[config.mk]
export PLATFORM = sky130hd
export DESIGN_NAME = fmdll_lock_ctrl_flat
export DESIGN_NICKNAME = d
export VERILOG_FILES = /design/src/rtl/fmdll_lock_ctrl_if.sv /design/src/rtl/fmdll_lock_ctrl.sv /design/src/flat_wrapper.sv
export SDC_FILE = /design/constraint.sdc
export NUM_CORES = 1
export LEC_CHECK = 0
export ABC_AREA = 1
export CAP_MARGIN = 20
export CORE_MARGIN = 4
export CORE_UTILIZATION = 48
export DETAILED_ROUTE_END_ITERATION = 6
export PLACE_DENSITY = 0.78
export SLEW_MARGIN = 20
export SYNTH_ARGS = -nofsm -noshare
export SYNTH_HDL_FRONTEND = slang
export SYNTH_SLANG_ARGS = --single-unit
[constraint.sdc]
create_clock -name CLK_exit -period 2.11 [get_ports CLK_exit]
set_input_delay 0.5275 -clock CLK_exit [delete_from_list [all_inputs] [get_ports CLK_exit]]
set_output_delay 0.5275 -clock CLK_exit [all_outputs]
set_load 0.1 [all_outputs]
[src/rtl/fmdll_lock_ctrl_if.sv]
// Ratio-change request handshake between the system configuration logic and fmdll_lock_ctrl.
// The requester holds cfg_req until it sees a one-cycle cfg_ack or cfg_err.
interface fmdll_lock_ctrl_if;
    logic       cfg_req;
    logic [1:0] cfg_M;
    logic [3:0] cfg_N;
    logic       cfg_ack;
    logic       cfg_err;

    modport master (
        output cfg_req,
        output cfg_M,
        output cfg_N,
        input  cfg_ack,
        input  cfg_err
    );

    modport slave (
        input  cfg_req,
        input  cfg_M,
        input  cfg_N,
        output cfg_ack,
        output cfg_err
    );
endinterface

[src/rtl/fmdll_lock_ctrl.sv]
// FMDLL lock sequencer: applies M/N ratio requests, then acquires lock with a SAR search on the PD.
// Drift tracking after lock (windowed PD voting, +/-1 code steps) is built only with `define FMDLL_TRACK_EN.
module fmdll_lock_ctrl #(
    parameter int DW         = 6,
    parameter int SETTLE_CYC = 8,
    parameter int WIN_LOG    = 3
) (
    input  logic             CLK_exit,
    input  logic             rst_n,
    fmdll_lock_ctrl_if.slave cfg,
    input  logic             pd_late,
    input  logic             pd_early,
    output logic [1:0]       M,
    output logic [3:0]       N,
    output logic [DW-1:0]    dly_code,
    output logic             dll_en,
    output logic             locked,
    output logic             busy
);
    localparam int BW = (DW > 1) ? $clog2(DW) : 1;
    localparam int CW = $clog2(SETTLE_CYC);
    localparam logic [BW-1:0] BIT_MSB  = BW'(DW - 1);
    localparam logic [CW-1:0] CNT_LAST = CW'(SETTLE_CYC - 1);

    typedef enum logic [1:0] {IDLE, APPLY, SAR, TRACK} state_t;

    state_t        r_state, w_state;
    logic [1:0]    r_M, w_M;
    logic [3:0]    r_N, w_N;
    logic [DW-1:0] r_code, w_code;
    logic          r_ack, w_ack;
    logic          r_err, w_err;
    logic [BW-1:0] r_bit, w_bit;
    logic [CW-1:0] r_cnt, w_cnt;
    logic          w_accept;

`ifdef FMDLL_TRACK_EN
    localparam int AW = WIN_LOG + 2;
    localparam logic [WIN_LOG-1:0] WIN_LAST = '1;
    logic signed [AW-1:0] r_acc, w_acc, w_vote, w_sum;
    logic [WIN_LOG-1:0]   r_win, w_win;

    // Late votes to shorten the line, early votes to lengthen it; both or neither cancel.
    assign w_vote = (pd_late && !pd_early) ? AW'(1) :
                    (!pd_late && pd_early) ? '1 : '0;
    assign w_sum  = r_acc + w_vote;
`else
    logic w_unused_pd;
    assign w_unused_pd = pd_early;
`endif

    // A request is taken only while no ack/err pulse is showing, so a held level is not double-counted.
    assign w_accept = cfg.cfg_req && !r_ack && !r_err;

    always_comb begin
        w_state = r_state;
        w_M     = r_M;
        w_N     = r_N;
        w_code  = r_code;
        w_ack   = 1'b0;
        w_err   = 1'b0;
        w_bit   = r_bit;
        w_cnt   = r_cnt;
`ifdef FMDLL_TRACK_EN
        w_acc   = r_acc;
        w_win   = r_win;
`endif
        if (w_accept) begin
            if (cfg.cfg_N == 4'd0) begin
                w_err = 1'b1;
            end else begin
                w_state = APPLY;
                w_M     = cfg.cfg_M;
                w_N     = cfg.cfg_N;
                w_code  = '0;
                w_ack   = 1'b1;
            end
        end else begin
            case (r_state)
                APPLY: begin
                    w_state         = SAR;
                    w_code          = '0;
                    w_code[DW-1]    = 1'b1;
                    w_bit           = BIT_MSB;
                    w_cnt           = '0;
                end
                SAR: begin
                    if (r_cnt == CNT_LAST) begin
                        w_cnt = '0;
                        if (pd_late) w_code[r_bit] = 1'b0;
                        if (r_bit == '0) begin
                            w_state = TRACK;
`ifdef FMDLL_TRACK_EN
                            w_acc   = '0;
                            w_win   = '0;
`endif
                        end else begin
                            w_bit                  = r_bit - 1'b1;
                            w_code[r_bit - 1'b1]   = 1'b1;
                        end
                    end else begin
                        w_cnt = r_cnt + 1'b1;
                    end
                end
                TRACK: begin
`ifdef FMDLL_TRACK_EN
                    if (r_win == WIN_LAST) begin
                        w_win = '0;
                        w_acc = '0;
                        if (w_sum > 0 && r_code != '0)
                            w_code = r_code - 1'b1;
                        else if (w_sum < 0 && r_code != '1)
                            w_code = r_code + 1'b1;
                    end else begin
                        w_win = r_win + 1'b1;
                        w_acc = w_sum;
                    end
`endif
                end
                default: ;
            endcase
        end
    end

    always_ff @(posedge CLK_exit) begin
        if (rst_n) begin
            r_state <= IDLE;
            r_M     <= '0;
            r_N     <= '0;
            r_code  <= '0;
            r_ack   <= 1'b0;
            r_err   <= 1'b0;
            r_bit   <= '0;
            r_cnt   <= '0;
`ifdef FMDLL_TRACK_EN
            r_acc   <= '0;
            r_win   <= '0;
`endif
        end else begin
            r_state <= w_state;
            r_M     <= w_M;
            r_N     <= w_N;
            r_code  <= w_code;
            r_ack   <= w_ack;
            r_err   <= w_err;
            r_bit   <= w_bit;
            r_cnt   <= w_cnt;
`ifdef FMDLL_TRACK_EN
            r_acc   <= w_acc;
            r_win   <= w_win;
`endif
        end
    end

    assign M           = r_M;
    assign N           = r_N;
    assign dly_code    = r_code;
    assign dll_en      = (r_state == SAR) || (r_state == TRACK);
    assign locked      = (r_state == TRACK);
    assign busy        = (r_state == APPLY) || (r_state == SAR);
    assign cfg.cfg_ack = r_ack;
    assign cfg.cfg_err = r_err;
endmodule

[src/flat_wrapper.sv]
// flat-port wrapper written by rule: the top's interface ports become plain ports
module fmdll_lock_ctrl_flat 
#(
    parameter int DW         = 6,
    parameter int SETTLE_CYC = 8,
    parameter int WIN_LOG    = 3
)
  (CLK_exit, rst_n, pd_late, pd_early, M, N, dly_code, dll_en, locked, busy, cfg_cfg_req, cfg_cfg_M, cfg_cfg_N, cfg_cfg_ack, cfg_cfg_err);
  fmdll_lock_ctrl_if cfg_i ();
  input  logic CLK_exit;
  input  logic rst_n;
  input  logic pd_late;
  input  logic pd_early;
  output logic [1:0] M;
  output logic [3:0] N;
  output logic [DW-1:0] dly_code;
  output logic dll_en;
  output logic locked;
  output logic busy;
  input wire logic [$bits(cfg_i.cfg_req)-1:0] cfg_cfg_req;
  input wire logic [$bits(cfg_i.cfg_M)-1:0] cfg_cfg_M;
  input wire logic [$bits(cfg_i.cfg_N)-1:0] cfg_cfg_N;
  output wire logic [$bits(cfg_i.cfg_ack)-1:0] cfg_cfg_ack;
  output wire logic [$bits(cfg_i.cfg_err)-1:0] cfg_cfg_err;
  assign cfg_i.cfg_req = cfg_cfg_req;
  assign cfg_i.cfg_M = cfg_cfg_M;
  assign cfg_i.cfg_N = cfg_cfg_N;
  assign cfg_cfg_ack = cfg_i.cfg_ack;
  assign cfg_cfg_err = cfg_i.cfg_err;
  fmdll_lock_ctrl #(.DW(DW), .SETTLE_CYC(SETTLE_CYC), .WIN_LOG(WIN_LOG)) u_core (.CLK_exit(CLK_exit), .rst_n(rst_n), .cfg(cfg_i), .pd_late(pd_late), .pd_early(pd_early), .M(M), .N(N), .dly_code(dly_code), .dll_en(dll_en), .locked(locked), .busy(busy));
endmodule
Word level (Yosys, flattened, before mapping):

Index checks and enable logic that the tools add are counted.

* add/subtract/negate cells: 2
* order comparisons: 4
* equality and inequality tests: 9
* multiplexer cells: 25
* bitwise gates (word level): 5
* reductions and logical operators: 18

Operator list (number)
* $mux W6: 8
* $pmux W3 S2: 2
* $pmux W6 S2: 1
* $mux W3: 3
* $lt A3 B4 Y1 const B: 2
* $mux W2: 4
* $reduce_and A4 Y1: 2
* $and A6 B6 Y6: 1
* $demux W1 S3: 2
* $ge A3 B1 Y1 const B: 2
* $ne A3 B1 Y1 const B: 2
* $not A6 Y6: 1
* $or A6 B6 Y6: 1
* $eq A2 B2 Y1 const B: 2
* $logic_and A1 B1 Y1: 4
* $logic_not A4 Y1: 1
* $mux W1: 4
* $ne A2 B2 Y1 const B: 2
* $pmux W2 S2: 1
* $reduce_and A2 Y1: 2
* $add A3 B1 Y3 const B: 1
* $eq A3 B3 Y1 const B: 1
* $logic_not A3 Y1: 1
* $reduce_and A3 Y1: 1
* 9 further kinds: 12

* register bits after elaboration: 22
* input port bits: 11
* output and inout port bits: 17

Depth between registers and ports, before layout:

Gate-level depths: netlist (run 1).

* depth after elaboration: 15
* depth in mapped cells: 11
* gate-level depth less buffers: 11

Least setup slack after synthesis (run 1):

OpenSTA, ideal clock, no wires.

* path kind: reg2out
* start point: reg u_core.r_state[1]
* end point: out dll_en
* arrival time: 1.711 ns
* path slack: -0.128 ns
* cell stages (with the launch flop): 3
* buffers on the path: 0
* path through: dfxtp_1 ha_1 or2_2

* word-level cells in the longest chain between the ends: 2
* elaborated cells between the ends (all ways): 3

Ends and longest elaborated chain
* from (decl): RTL line fmdll_lock_ctrl.sv:27 `state_t r_state, w_state;`
* from (signal assigned): RTL line fmdll_lock_ctrl.sv:140 `r_state <= w_state;`
* $eq A2 B2 Y1
* via locked: RTL line flat_wrapper.sv:18 `output logic locked;`
* $logic_or A1 B1 Y1: RTL line fmdll_lock_ctrl.sv:158 `assign dll_en = (r_state == SAR) || (r_state == TRACK);`
* to (decl): RTL line flat_wrapper.sv:17 `output logic dll_en;`

The timed path passes the listed nets, and every way through them passes these cells.

Final worst setup path (run 1):

* start point: reg u_core.r_state[0]
* end point: out dll_en

* word-level cells in the longest chain between the ends: 2
* elaborated cells between the ends (all ways): 3

Ends and longest elaborated chain (RTL line)
* $eq A2 B2 Y1: fmdll_lock_ctrl.sv:158
* $logic_or A1 B1 Y1 *: fmdll_lock_ctrl.sv:158

Every way passes the cells marked *; elsewhere a longest branch is shown, timed or not.

==> results of run 1 <==
[worst max-delay path: cells and delay by family, from the launching register on]
kind / cells / cell delay [ns]
fa+ha+maj: 1 / 0.23
buf+inv: 2 / 0.23
flops: 1 / 0.36
simple gates: 1 / 0.33
[final timing paths]
kind	cells after the start	slack, ns	to
max	4	0.11	dll_en
min reg2reg	2	0.47	u_core.N[1]$_SDFFE_PP0P_
min	2	0.47	u_core.N[1]$_SDFFE_PP0P_
max reg2reg	8	0.41	u_core.dly_code[4]$_SDFFE_PP0P_
[cell families (layout without fill, tap and decap cells)]
group	after synthesis	count (layout)	synth area share, %
simple gates	93	93	38.3
compound gates	24	24	11.1
flops	22	22	36.9
buf+inv	21	49	7.34
fa+ha+maj	6	6	6.30
[through the flow]
step / worst slack (ns) / utilization, %
5_1_grt: 0.0430 / 66.4
2_1_floorplan: 0.145 / -
6_report: 0.114 / 66.4
4_1_cts: 0.0210 / 66.3
3_3_place_gp: 0.233 / 64.7
3_5_place_dp: 0.210 / 64.7
[final cells by class]
type / instances / area, sq um
fill: 210 / 772
multi-input combinational: 123 / 669
sequential: 22 / 440
timing repair buffer: 27 / 275
inverter: 18 / 68.8
clock buffer: 4 / 36.3
tap: 28 / 35.0
[state kept, by name, indices dropped and copies added, names as in the netlist]
signal / flops
u_core.r_bit: 3
u_core.N: 4
u_core.r_cnt: 3
u_core.r_state: 2
u_core.cfg.cfg_ack: 1
u_core.dly_code: 6
u_core.M: 2
u_core.cfg.cfg_err: 1
[power by group through the flow]
stage / Combinational [mW] / Clock, mW / Sequential [mW]
after floorplan: 0.462 / 0 / 0.709
after global placement: 0.858 / 0 / 0.514
after detailed placement: 0.871 / 0 / 0.517
after CTS: 0.875 / 0.242 / 0.509
after global routing: 0.937 / 0.256 / 0.517
final: 0.878 / 0.234 / 0.510
[cell usage in the layout, fill, tap and decap left out, types with 2 or more instances in the layout]
cell and count:
nand2_1 48, dfxtp_1 22, inv_1 16, nor2_1 16, nand3_1 14, buf_4 14
a21oi_1 11, clkdlybuf4s50_1 9, o21ai_0 6, nand2_2 4, ha_1 4, buf_12 4
nand2_4 3, a21oi_2 3, o21ai_1 3, clkbuf_4 3, nand3b_1 2, ha_2 2
[timing repair]
item,4_1_cts,5_1_grt
hold endpoints to repair,0,0
setup endpoints to repair,0,1
hold buffers,0,0
resized for setup,0,1
[routing by layer]
metal / share of wire [%] / GRT usage, % / vias up
met3: 6.1 / 4.23 / 9
li1: - / - / 591
met4: 1.6 / 6.62 / 0
met2: 48 / 26.6 / 42
met5: 0 / 0 / -
met1: 44 / 21.3 / 491
==> flow_summary_export.csv, run 1 <==
group,metric,value,unit
clock_tree,cts_made_buffers,3,
drt,num_vias,1133,
worst_setup_path,setup.worst_path.end_class,"output port",
yosys,synth.area.top_cells,"dfxtp_1 (37%), nand2_1 (15%), ha_1 (6.3%), nand3_1 (5.9%), inv_1 (5.0%)",
floorplan,start_util,51.9,%
power,power_frac_seq,31.5,%
yosys,yosysTopAreaCellShare,36.9,%
worst_setup_path,cp_max_fo,7,
global_routing,grt_usage,16.6,%
global_routing,grt_pass1_wl,4390,microns
global_routing,grt_max_degree,15,
placement,place_area,1490,sq um
final_layout,final_layout_size_suffix_gt1_share,21.1,%
floorplan,pin_count,28,
power,intPower,0.821,mW
drt,drc,0,
final_layout,stdcell_count,222,
drt,dr.pass1.iters,5,
worst_setup_path,cp.arrival,1.47,ns
power,power,1.62,mW
timing,whs,0.471,ns
drt,wl_per_cell,11.9,microns
yosys,avgSynthCellArea,7.18,sq um
worst_setup_path,critPathLaunchType,"flop",
timing,tightest_slew,0.400,ns
clock_tree,postCtsSetupBuffers,0,
drt,drt_wl_total,2630,microns
yosys,ys_warn_count,0,
yosys,ys.flop_type,"dfxtp_1",
yosys,synth_common_cells,"nand2_1 (48), dfxtp_1 (22), inv_1 (16), nor2_1 (16), nand3_1 (14)",
power,switchingPower,0.801,mW
timing,finalCritPeriodShare,94.6,%
clock_tree,htreeDepth,1,
clock_tree,clkTransAtPathRegs,0.12,ns
worst_hold_path,hold_path_class,"flop to flop",
timing,setup_viol_count_final,0,
clock_tree,cts_root_buf,"clkbuf_4",
placement,place.gp.congestion,0.883,
power,ir_drop,0.613,mV
floorplan,die_h,57.8,microns
power,switching_share,49.4,%
yosys,synth_cells,166,
timing,max_slew_margin,73.3,%
timing,clock_skew,0.00290,ns
worst_setup_path,slowest_delay,0.36,ns
yosys,syn_area,1190,sq um
timing,hold_viol,0,
worst_setup_path,path_cells,"inv_1, ha_2, or2_2, buf_12",
worst_setup_path,cp.required,1.58,ns
job,maxCapViolCount,0,
final_layout,area_delta_synth_final,27.9,%
clock_tree,tritoncts,"done",
status,outcome,"finished clean",
floorplan,dieArea,3350,sq um
floorplan,die_w,57.8,microns
timing,fin_crit,2.00,ns
worst_setup_path,cp_slowest_cell,"dfxtp_1",
placement,io_buffer_count,26,
timing,rsz0062_at_grt,"no",
floorplan,core,2300,sq um
power,clkPwrFrac,14.4,%
clock_tree,worstSkewPairLatency,0.31,ns
final_layout,fin_nets,212,
yosys,ys_types,24,
clock_tree,cts_sinks,22,
timing,fmax,501,MHz
worst_setup_path,crit_start,"u_core.r_state[0]$_SDFFE_PP0P_",
worst_setup_path,worstSetupPathType,"flop to output port",
power,p_leak,0.710,nW
power,p_per_area,1060,nW/um^2
final_layout,fin_area,1530,sq um
global_routing,globalRouteOverflowTotal,0,
drt,drtIter0Drc,32,
placement,dpl.hpwl,2050,microns
timing,slew_violations,0,
timing,tns,0,ns
placement,dp_cells,218,
floorplan,rows,17,
drt,routed_via_density,5.10,
yosys,ys_seq_area_share,36.9,%
worst_hold_path,worstHoldStart,"u_core.N[1]$_SDFFE_PP0P_",
worst_setup_path,reg2reg_from,"u_core.r_bit[0]$_SDFFE_PP0P_",
yosys,synth_area_leader_cell,"dfxtp_1",
final_layout,antenna_cells,0,
drt,postRouteAntennaNets,0,
yosys,synthArstFlopShare,0,%
yosys,synth-seq-cells,22,
yosys,yosys.cell_count.top_type,"nand2_1",
power,combPwrFrac,54.1,%
yosys,synth_nets,183,
global_routing,grt_pass1_vias,1012,
global_routing,antenna_found_initial,0,
clock_tree,clock_path_buffers,2,
yosys,synth-edff-count,0,
(Power assumes the default switching activity.)
==> inputs of run 2 (changes only) <==
--- a/config.mk
+++ b/config.mk
@@ -11,7 +11,8 @@
 export CORE_UTILIZATION = 48
 export DETAILED_ROUTE_END_ITERATION = 6
 export PLACE_DENSITY = 0.78
-export SLEW_MARGIN = 20
+export SLEW_MARGIN = 25
 export SYNTH_ARGS = -nofsm -noshare
 export SYNTH_HDL_FRONTEND = slang
 export SYNTH_SLANG_ARGS = --single-unit
+export TNS_END_PERCENT = 100
==> results of run 2 <==
Same layout as run 1: the final DEF is identical, and so are final timing and power.
